**src/rtl/bist_tap_ctrl_if.sv**
```systemverilog
// JTAG pin and BIST-side signal bundle for the BIST TAP controller.
// The master side drives the JTAG inputs and status; the slave side is the TAP controller.
interface bist_tap_ctrl_if #(
    parameter int BSR_WIDTH    = 10,
    parameter int STATUS_WIDTH = 16
);
    logic                    TMS;
    logic                    TDI;
    logic                    TDO;
    logic                    TDO_EN;
    logic                    TLR;
    logic                    UPDATEDR;
    logic                    GETTEST_SELECT;
    logic                    RUNBIST_SELECT;
    logic [BSR_WIDTH-1:0]    BSR;
    logic [STATUS_WIDTH-1:0] BIST_STATUS;
    logic [3:0]              TAP_STATE;

    modport master (
        output TMS, TDI, BIST_STATUS,
        input  TDO, TDO_EN, TLR, UPDATEDR, GETTEST_SELECT, RUNBIST_SELECT, BSR, TAP_STATE
    );

    modport slave (
        input  TMS, TDI, BIST_STATUS,
        output TDO, TDO_EN, TLR, UPDATEDR, GETTEST_SELECT, RUNBIST_SELECT, BSR, TAP_STATE
    );
endinterface

```
**src/rtl/bist_tap_ctrl.sv**
```systemverilog
// IEEE 1149.1-style TAP controller with instruction decode that sequences the BIST engine:
// loads the GETTEST vector onto BSR, raises the run/select strobes and reads back BIST_STATUS.
module bist_tap_ctrl #(
    parameter int          IR_WIDTH     = 4,
    parameter int          BSR_WIDTH    = 10,
    parameter int          STATUS_WIDTH = 16,
    parameter logic [31:0] IDCODE_VAL   = 32'h1BD0_0001
) (
    input  logic             TCK,
    input  logic             TRST,
    bist_tap_ctrl_if.slave   jtag
);

    typedef logic [IR_WIDTH-1:0] ir_t;

    localparam ir_t OP_IDCODE  = ir_t'(4'h1);
    localparam ir_t OP_GETTEST = ir_t'(4'h2);
    localparam ir_t OP_RUNBIST = ir_t'(4'h3);
    localparam ir_t OP_STATUS  = ir_t'(4'h4);
    localparam ir_t IR_CAPTURE = ir_t'(4'b0101);

    typedef enum logic [3:0] {
        EXIT2_DR         = 4'h0,
        EXIT1_DR         = 4'h1,
        SHIFT_DR         = 4'h2,
        PAUSE_DR         = 4'h3,
        SELECT_IR        = 4'h4,
        UPDATE_DR        = 4'h5,
        CAPTURE_DR       = 4'h6,
        SELECT_DR        = 4'h7,
        EXIT2_IR         = 4'h8,
        EXIT1_IR         = 4'h9,
        SHIFT_IR         = 4'hA,
        PAUSE_IR         = 4'hB,
        RUN_TEST_IDLE    = 4'hC,
        UPDATE_IR        = 4'hD,
        CAPTURE_IR       = 4'hE,
        TEST_LOGIC_RESET = 4'hF
    } tap_state_e;

    // RUNBIST and all unknown opcodes use the 1-bit bypass register.
    typedef enum logic [1:0] {
        DR_BYPASS,
        DR_IDCODE,
        DR_GETTEST,
        DR_STATUS
    } dr_sel_e;

    tap_state_e state, state_nxt;
    logic       in_tlr, cap_dr, sh_dr, upd_dr, cap_ir, sh_ir, upd_ir;

    ir_t        ir_shift, ir_active;
    dr_sel_e    dr_sel;
    logic       gettest_sel, runbist_sel;

    logic                    bypass_reg;
    logic [31:0]             idcode_reg;
    logic [BSR_WIDTH-1:0]    gettest_reg;
    logic [STATUS_WIDTH-1:0] status_reg;

    logic dr_lsb, tdo_nxt;
    logic tdo_q, tdo_en_q;

    // NOTE: sequential state uses non-blocking assignments so every register samples pre-edge values.
    always_ff @(posedge TCK or negedge TRST) begin
        if (!TRST) begin
            state <= TEST_LOGIC_RESET;
        end else begin
            state <= state_nxt;
        end
    end

    // NOTE: every output of a combinational block gets a default first, so no path infers a latch.
    always_comb begin
        state_nxt = state;
        in_tlr    = 1'b0;
        cap_dr    = 1'b0;
        sh_dr     = 1'b0;
        upd_dr    = 1'b0;
        cap_ir    = 1'b0;
        sh_ir     = 1'b0;
        upd_ir    = 1'b0;
        case (state)
            TEST_LOGIC_RESET: begin
                in_tlr    = 1'b1;
                state_nxt = jtag.TMS ? TEST_LOGIC_RESET : RUN_TEST_IDLE;
            end
            RUN_TEST_IDLE: state_nxt = jtag.TMS ? SELECT_DR : RUN_TEST_IDLE;
            SELECT_DR:     state_nxt = jtag.TMS ? SELECT_IR : CAPTURE_DR;
            CAPTURE_DR: begin
                cap_dr    = 1'b1;
                state_nxt = jtag.TMS ? EXIT1_DR : SHIFT_DR;
            end
            SHIFT_DR: begin
                sh_dr     = 1'b1;
                state_nxt = jtag.TMS ? EXIT1_DR : SHIFT_DR;
            end
            EXIT1_DR:  state_nxt = jtag.TMS ? UPDATE_DR : PAUSE_DR;
            PAUSE_DR:  state_nxt = jtag.TMS ? EXIT2_DR  : PAUSE_DR;
            EXIT2_DR:  state_nxt = jtag.TMS ? UPDATE_DR : SHIFT_DR;
            UPDATE_DR: begin
                upd_dr    = 1'b1;
                state_nxt = jtag.TMS ? SELECT_DR : RUN_TEST_IDLE;
            end
            SELECT_IR: state_nxt = jtag.TMS ? TEST_LOGIC_RESET : CAPTURE_IR;
            CAPTURE_IR: begin
                cap_ir    = 1'b1;
                state_nxt = jtag.TMS ? EXIT1_IR : SHIFT_IR;
            end
            SHIFT_IR: begin
                sh_ir     = 1'b1;
                state_nxt = jtag.TMS ? EXIT1_IR : SHIFT_IR;
            end
            EXIT1_IR:  state_nxt = jtag.TMS ? UPDATE_IR : PAUSE_IR;
            PAUSE_IR:  state_nxt = jtag.TMS ? EXIT2_IR  : PAUSE_IR;
            EXIT2_IR:  state_nxt = jtag.TMS ? UPDATE_IR : SHIFT_IR;
            UPDATE_IR: begin
                upd_ir    = 1'b1;
                state_nxt = jtag.TMS ? SELECT_DR : RUN_TEST_IDLE;
            end
            default:   state_nxt = TEST_LOGIC_RESET;
        endcase
    end

    always_ff @(posedge TCK or negedge TRST) begin
        if (!TRST) begin
            ir_shift  <= '0;
            ir_active <= OP_IDCODE;
        end else begin
            if (in_tlr) begin
                ir_active <= OP_IDCODE;
            end else if (upd_ir) begin
                ir_active <= ir_shift;
            end
            if (cap_ir) begin
                ir_shift <= IR_CAPTURE;
            end else if (sh_ir) begin
                ir_shift <= {jtag.TDI, ir_shift[IR_WIDTH-1:1]};
            end
        end
    end

    always_comb begin
        dr_sel      = DR_BYPASS;
        gettest_sel = 1'b0;
        runbist_sel = 1'b0;
        case (ir_active)
            OP_IDCODE:  dr_sel = DR_IDCODE;
            OP_GETTEST: begin
                dr_sel      = DR_GETTEST;
                gettest_sel = 1'b1;
            end
            OP_RUNBIST: runbist_sel = 1'b1;
            OP_STATUS:  dr_sel = DR_STATUS;
            default:    dr_sel = DR_BYPASS;
        endcase
    end

    // GETTEST has no capture value: it keeps the last vector so BIST can reuse it.
    always_ff @(posedge TCK or negedge TRST) begin
        if (!TRST) begin
            bypass_reg  <= 1'b0;
            idcode_reg  <= '0;
            gettest_reg <= '0;
            status_reg  <= '0;
        end else if (cap_dr) begin
            case (dr_sel)
                DR_BYPASS: bypass_reg <= 1'b0;
                DR_IDCODE: idcode_reg <= IDCODE_VAL;
                DR_STATUS: status_reg <= jtag.BIST_STATUS;
                default:   ;
            endcase
        end else if (sh_dr) begin
            case (dr_sel)
                DR_BYPASS:  bypass_reg  <= jtag.TDI;
                DR_IDCODE:  idcode_reg  <= {jtag.TDI, idcode_reg[31:1]};
                DR_GETTEST: gettest_reg <= {jtag.TDI, gettest_reg[BSR_WIDTH-1:1]};
                DR_STATUS:  status_reg  <= {jtag.TDI, status_reg[STATUS_WIDTH-1:1]};
                default:    ;
            endcase
        end
    end

    always_comb begin
        dr_lsb = bypass_reg;
        case (dr_sel)
            DR_IDCODE:  dr_lsb = idcode_reg[0];
            DR_GETTEST: dr_lsb = gettest_reg[0];
            DR_STATUS:  dr_lsb = status_reg[0];
            default:    dr_lsb = bypass_reg;
        endcase
    end

    assign tdo_nxt = sh_ir ? ir_shift[0] : (sh_dr ? dr_lsb : 1'b0);

    // TDO changes on the falling edge so the next rising edge samples a settled bit.
    always_ff @(negedge TCK or negedge TRST) begin
        if (!TRST) begin
            tdo_q    <= 1'b0;
            tdo_en_q <= 1'b0;
        end else begin
            tdo_q    <= tdo_nxt;
            tdo_en_q <= sh_ir | sh_dr;
        end
    end

    assign jtag.TDO            = tdo_q;
    assign jtag.TDO_EN         = tdo_en_q;
    assign jtag.TLR            = in_tlr;
    assign jtag.UPDATEDR       = upd_dr;
    assign jtag.GETTEST_SELECT = gettest_sel;
    assign jtag.RUNBIST_SELECT = runbist_sel;
    assign jtag.BSR            = gettest_reg;
    assign jtag.TAP_STATE      = state;

endmodule

```
**src/flat_wrapper.sv**
```systemverilog
// flat-port wrapper written by rule: the top's interface ports become plain ports
module bist_tap_ctrl_flat 
#(
    parameter int          IR_WIDTH     = 4,
    parameter int          BSR_WIDTH    = 10,
    parameter int          STATUS_WIDTH = 16,
    parameter logic [31:0] IDCODE_VAL   = 32'h1BD0_0001
)
  (TCK, TRST, jtag_TMS, jtag_TDI, jtag_BIST_STATUS, jtag_TDO, jtag_TDO_EN, jtag_TLR, jtag_UPDATEDR, jtag_GETTEST_SELECT, jtag_RUNBIST_SELECT, jtag_BSR, jtag_TAP_STATE);
  bist_tap_ctrl_if #(.BSR_WIDTH(BSR_WIDTH), .STATUS_WIDTH(STATUS_WIDTH)) jtag_i ();
  input  logic TCK;
  input  logic TRST;
  input wire logic [$bits(jtag_i.TMS)-1:0] jtag_TMS;
  input wire logic [$bits(jtag_i.TDI)-1:0] jtag_TDI;
  input wire logic [$bits(jtag_i.BIST_STATUS)-1:0] jtag_BIST_STATUS;
  output wire logic [$bits(jtag_i.TDO)-1:0] jtag_TDO;
  output wire logic [$bits(jtag_i.TDO_EN)-1:0] jtag_TDO_EN;
  output wire logic [$bits(jtag_i.TLR)-1:0] jtag_TLR;
  output wire logic [$bits(jtag_i.UPDATEDR)-1:0] jtag_UPDATEDR;
  output wire logic [$bits(jtag_i.GETTEST_SELECT)-1:0] jtag_GETTEST_SELECT;
  output wire logic [$bits(jtag_i.RUNBIST_SELECT)-1:0] jtag_RUNBIST_SELECT;
  output wire logic [$bits(jtag_i.BSR)-1:0] jtag_BSR;
  output wire logic [$bits(jtag_i.TAP_STATE)-1:0] jtag_TAP_STATE;
  assign jtag_i.TMS = jtag_TMS;
  assign jtag_i.TDI = jtag_TDI;
  assign jtag_i.BIST_STATUS = jtag_BIST_STATUS;
  assign jtag_TDO = jtag_i.TDO;
  assign jtag_TDO_EN = jtag_i.TDO_EN;
  assign jtag_TLR = jtag_i.TLR;
  assign jtag_UPDATEDR = jtag_i.UPDATEDR;
  assign jtag_GETTEST_SELECT = jtag_i.GETTEST_SELECT;
  assign jtag_RUNBIST_SELECT = jtag_i.RUNBIST_SELECT;
  assign jtag_BSR = jtag_i.BSR;
  assign jtag_TAP_STATE = jtag_i.TAP_STATE;
  bist_tap_ctrl #(.IR_WIDTH(IR_WIDTH), .BSR_WIDTH(BSR_WIDTH), .STATUS_WIDTH(STATUS_WIDTH), .IDCODE_VAL(IDCODE_VAL)) u_core (.TCK(TCK), .TRST(TRST), .jtag(jtag_i));
endmodule
```
**config.mk**
```make
export PLATFORM = sky130hd
export DESIGN_NAME = bist_tap_ctrl_flat
export DESIGN_NICKNAME = d
export VERILOG_FILES = /design/src/rtl/bist_tap_ctrl_if.sv /design/src/rtl/bist_tap_ctrl.sv /design/src/flat_wrapper.sv
export SDC_FILE = /design/constraint.sdc
export NUM_CORES = 1
export LEC_CHECK = 0
export BUFFER_PORTS_ARGS = -buffer_cell sky130_fd_sc_hd__buf_2
export CORE_UTILIZATION = 61
export CTS_CLUSTER_DIAMETER = 50
export DETAILED_ROUTE_END_ITERATION = 8
export PLACE_DENSITY = 0.87
export SETUP_SLACK_MARGIN = 0.15
export SYNTH_ARGS = -nofsm -noshare
export SYNTH_HDL_FRONTEND = slang
export SYNTH_SLANG_ARGS = --single-unit
```
**constraint.sdc**
```tcl
create_clock -name TCK -period 2.75 [get_ports TCK]
set_input_delay 0.55 -clock TCK [delete_from_list [all_inputs] [get_ports TCK]]
set_output_delay 0.55 -clock TCK [all_outputs]
set_load 0.01 [all_outputs]
```
==> out/metrics.yaml <==
outcome:
  status: "finished with violations"
  violations: "negative setup slack"
critical_path:
  cp_slowest_cell: "dfrtn_1"
  cp.arrival_ns: 2.21
  crit_buf_inv: 1
  critical_path_peak_fanout: 1
  cp_top_family: "flip-flops"
  worstPathRequired_ns: 2.20
  path_depth: 1
  worstPathCellList: "buf_2"
  max_stage_delay_ns: 0.38
  worstReg2RegEnd: "u_core.jtag.TDO"
  reg2reg_depth: 4
  crit_path_start_kind: "flop"
  criticalPathCategory: "flop to output port"
  ff2ff_setup_slack_ns: 0.02
  endpoint_kind: "output port"
  reg2reg_from: "u_core.ir_active[2]"
pwr:
  p_sw_mw: 1.29
  comb_power_share_pct: 30.6
  powerDensity_nw_per_um2: 1010
  p_leak_nw: 1.80
  seqPwrFrac_pct: 44.4
  sw_frac_of_total_pct: 34.7
  power.internal_mw: 2.43
  ir_drop_v: 0.000534
  clkPwrFrac_pct: 25.0
layout:
  design_area_um2: 3670
  largest_reg_flops: 32
  fin_nets: 375
  diodes: 0
  areaGrowthSynthToFinish_pct: 15.1
  drive_above_1_share_pct: 22.2
clocking:
  cts_hold_buf: 0
  cts_buffer_depth: 2
  cts_max_level: 3
  cts_made_buffers: 9
  cts_root_buf: "clkbuf_8"
  clk_latency_ns: 0.35
  cts_tree: "yes"
  path_clk_slew_ns: 0.08
  cts_sinks: 73
logic_synthesis:
  netlist_area_um2: 3190
  yosys.area.top_type: "dfrtp_1"
  yosysWarningCount: 0
  synth_top_cells_by_count: "dfrtp_1, nand2_1, o21ai_0, nand2b_1"
  yosysTopAreaCellShare_pct: 51.7
  ys_ff_latch: 73
  ys_seq_area_share_pct: 57.4
  async_reset_ff_share_pct: 100
  synth.distinct_cells: 34
  synth_nets: 336
  synthTopCellsByArea: "dfrtp_1, nand2_1, o21ai_0"
  yosys_most_used_dff: "dfrtp_1"
  synthCells: 316
  synth_edf_count: 0
  avgSynthCellArea_um2: 10.1
die:
  core_um2: 4880
  start_util_pct: 65.4
  std_cell_rows: 25
  die_y_um: 74.3
  dieArea_um2: 5530
  pin_count: 40
  die_w_um: 74.3
worst_hold_path:
  hp-class: "input port to async pin"
job:
  cap_violations: 0
route:
  drc: 0
  final_antenna_net_count: 0
  wl_per_cell_um: 15.0
  via_per_inst: 5.37
  drt_iter0_markers: 125
  num_vias: 2293
  drt_pass1_iterations: 4
  wirelength_mm: 6.40
placed_design:
  place_area_um2: 3440
  port_buffers: 39
  place.gp.congestion: 0.750
  dp.final_hpwl_mm: 3.83
global_route:
  busiest_layer: "met2"
  grt_overflow: 0
  grt_use_total_pct: 23.9
  first_global_vias: 2176
  grt_max_degree: 65
  grt_pass1_wl_mm: 9.68
  grt_antenna_before_repair: 0
  grt.met1_usage_pct: 31.2
  grt_use_met2_pct: 38.3
  met3_usage_pct: 6.23
sta:
  relSlewSlack_pct: 62.0
  hold_violations: 0
  tightest_slew_ns: 0.571
  final_max_slew_viol_count: 0
  hold_ws_ns: 0.274
  rsz0062_at_grt: "true"
  tns_ns: -0.00974
  fin_skew_ns: 0.0148
  fin_ws_ns: -0.00836
  setup_violations: 2
cells in the final DEF (no fill, tap or decap), types with 2 or more instances in the layout:
master	count
a21oi_1	6
buf_2	39
buf_4	9
bufinv_16	2
clkbuf_8	10
clkinv_2	2
dfrtn_1	2
dfrtp_1	65
dfstp_2	5
inv_1	3
mux2_1	7
mux2_2	5
mux2i_1	15
nand2_1	66
nand2b_1	28
nor2_1	15
o21ai_0	47
o21ai_1	12
o22ai_1	2
worst max-delay path by stage:
stage | slack [ns] | end | startpoint
after floorplan | 0.09 | u_core.jtag.TDO | u_core.ir_active[0]
after global placement | 0.05 | u_core.jtag.TDO | u_core.ir_active[0]
after detailed placement | 0.002 | u_core.jtag.TDO | u_core.ir_active[0]
after CTS | -0.009 | jtag_TDO_EN | u_core.jtag.TDO_EN
after global routing | -0.04 | jtag_TDO_EN | u_core.jtag.TDO_EN
final | -0.008 | jtag_TDO_EN | u_core.jtag.TDO_EN
stage by stage:
step / worst slack [ns] / instances / utilization, % / power (mW)
2_1_floorplan: 0.0931 / 316 / - / 2.45
3_3_place_gp: 0.0525 / 410 / 70.5 / 2.68
3_5_place_dp: 0.00227 / 410 / 70.5 / 2.74
4_1_cts: -0.00926 / 427 / 75.1 / 3.69
5_1_grt: -0.0443 / 427 / 75.3 / 3.93
6_report: -0.00836 / 427 / 75.3 / 3.72
timing repair:
action,in CTS,in global routing
setup endpoints to repair,3,3
resized for setup,0,2
buffers inserted,1,0
cell families (layout without fill, tap and decap cells):
group / after synthesis / after routing / share of synthesized area [%]
and+or+nand+nor: 120 / 120 / 18.3
DFF: 73 / 73 / 57.4
AOI/OAI and AO/OA: 72 / 72 / 12.0
muxes: 27 / 27 / 8.94
buffers and inverters: 24 / 68 / 3.37
final cells by class:
type,instances,area (um2)
Sequential cell,73,1830
Multi-Input combinational cell,219,1260
Fill cell,337,1200
Timing Repair Buffer,48,263
Clock buffer,11,141
Tap cell,67,83.8
Clock inverter,5,78.8
Inverter,4,15.0
layer usage:
metal,part of all wire [%],wire [um]
met1,44,2790
met2,50,3180
met3,4.8,310
met4,1.9,122
met5,0,0
power by group through the flow:
stage	clock [mW]	sequential, mW	combinational (mW)
2_1_floorplan	0	1.60	0.854
3_3_place_gp	0	1.64	1.04
3_5_place_dp	0	1.66	1.09
4_1_cts	0.933	1.64	1.12
5_1_grt	0.977	1.69	1.27
6_report	0.931	1.65	1.14
Note: power is estimated with default switching activity, not from simulation.
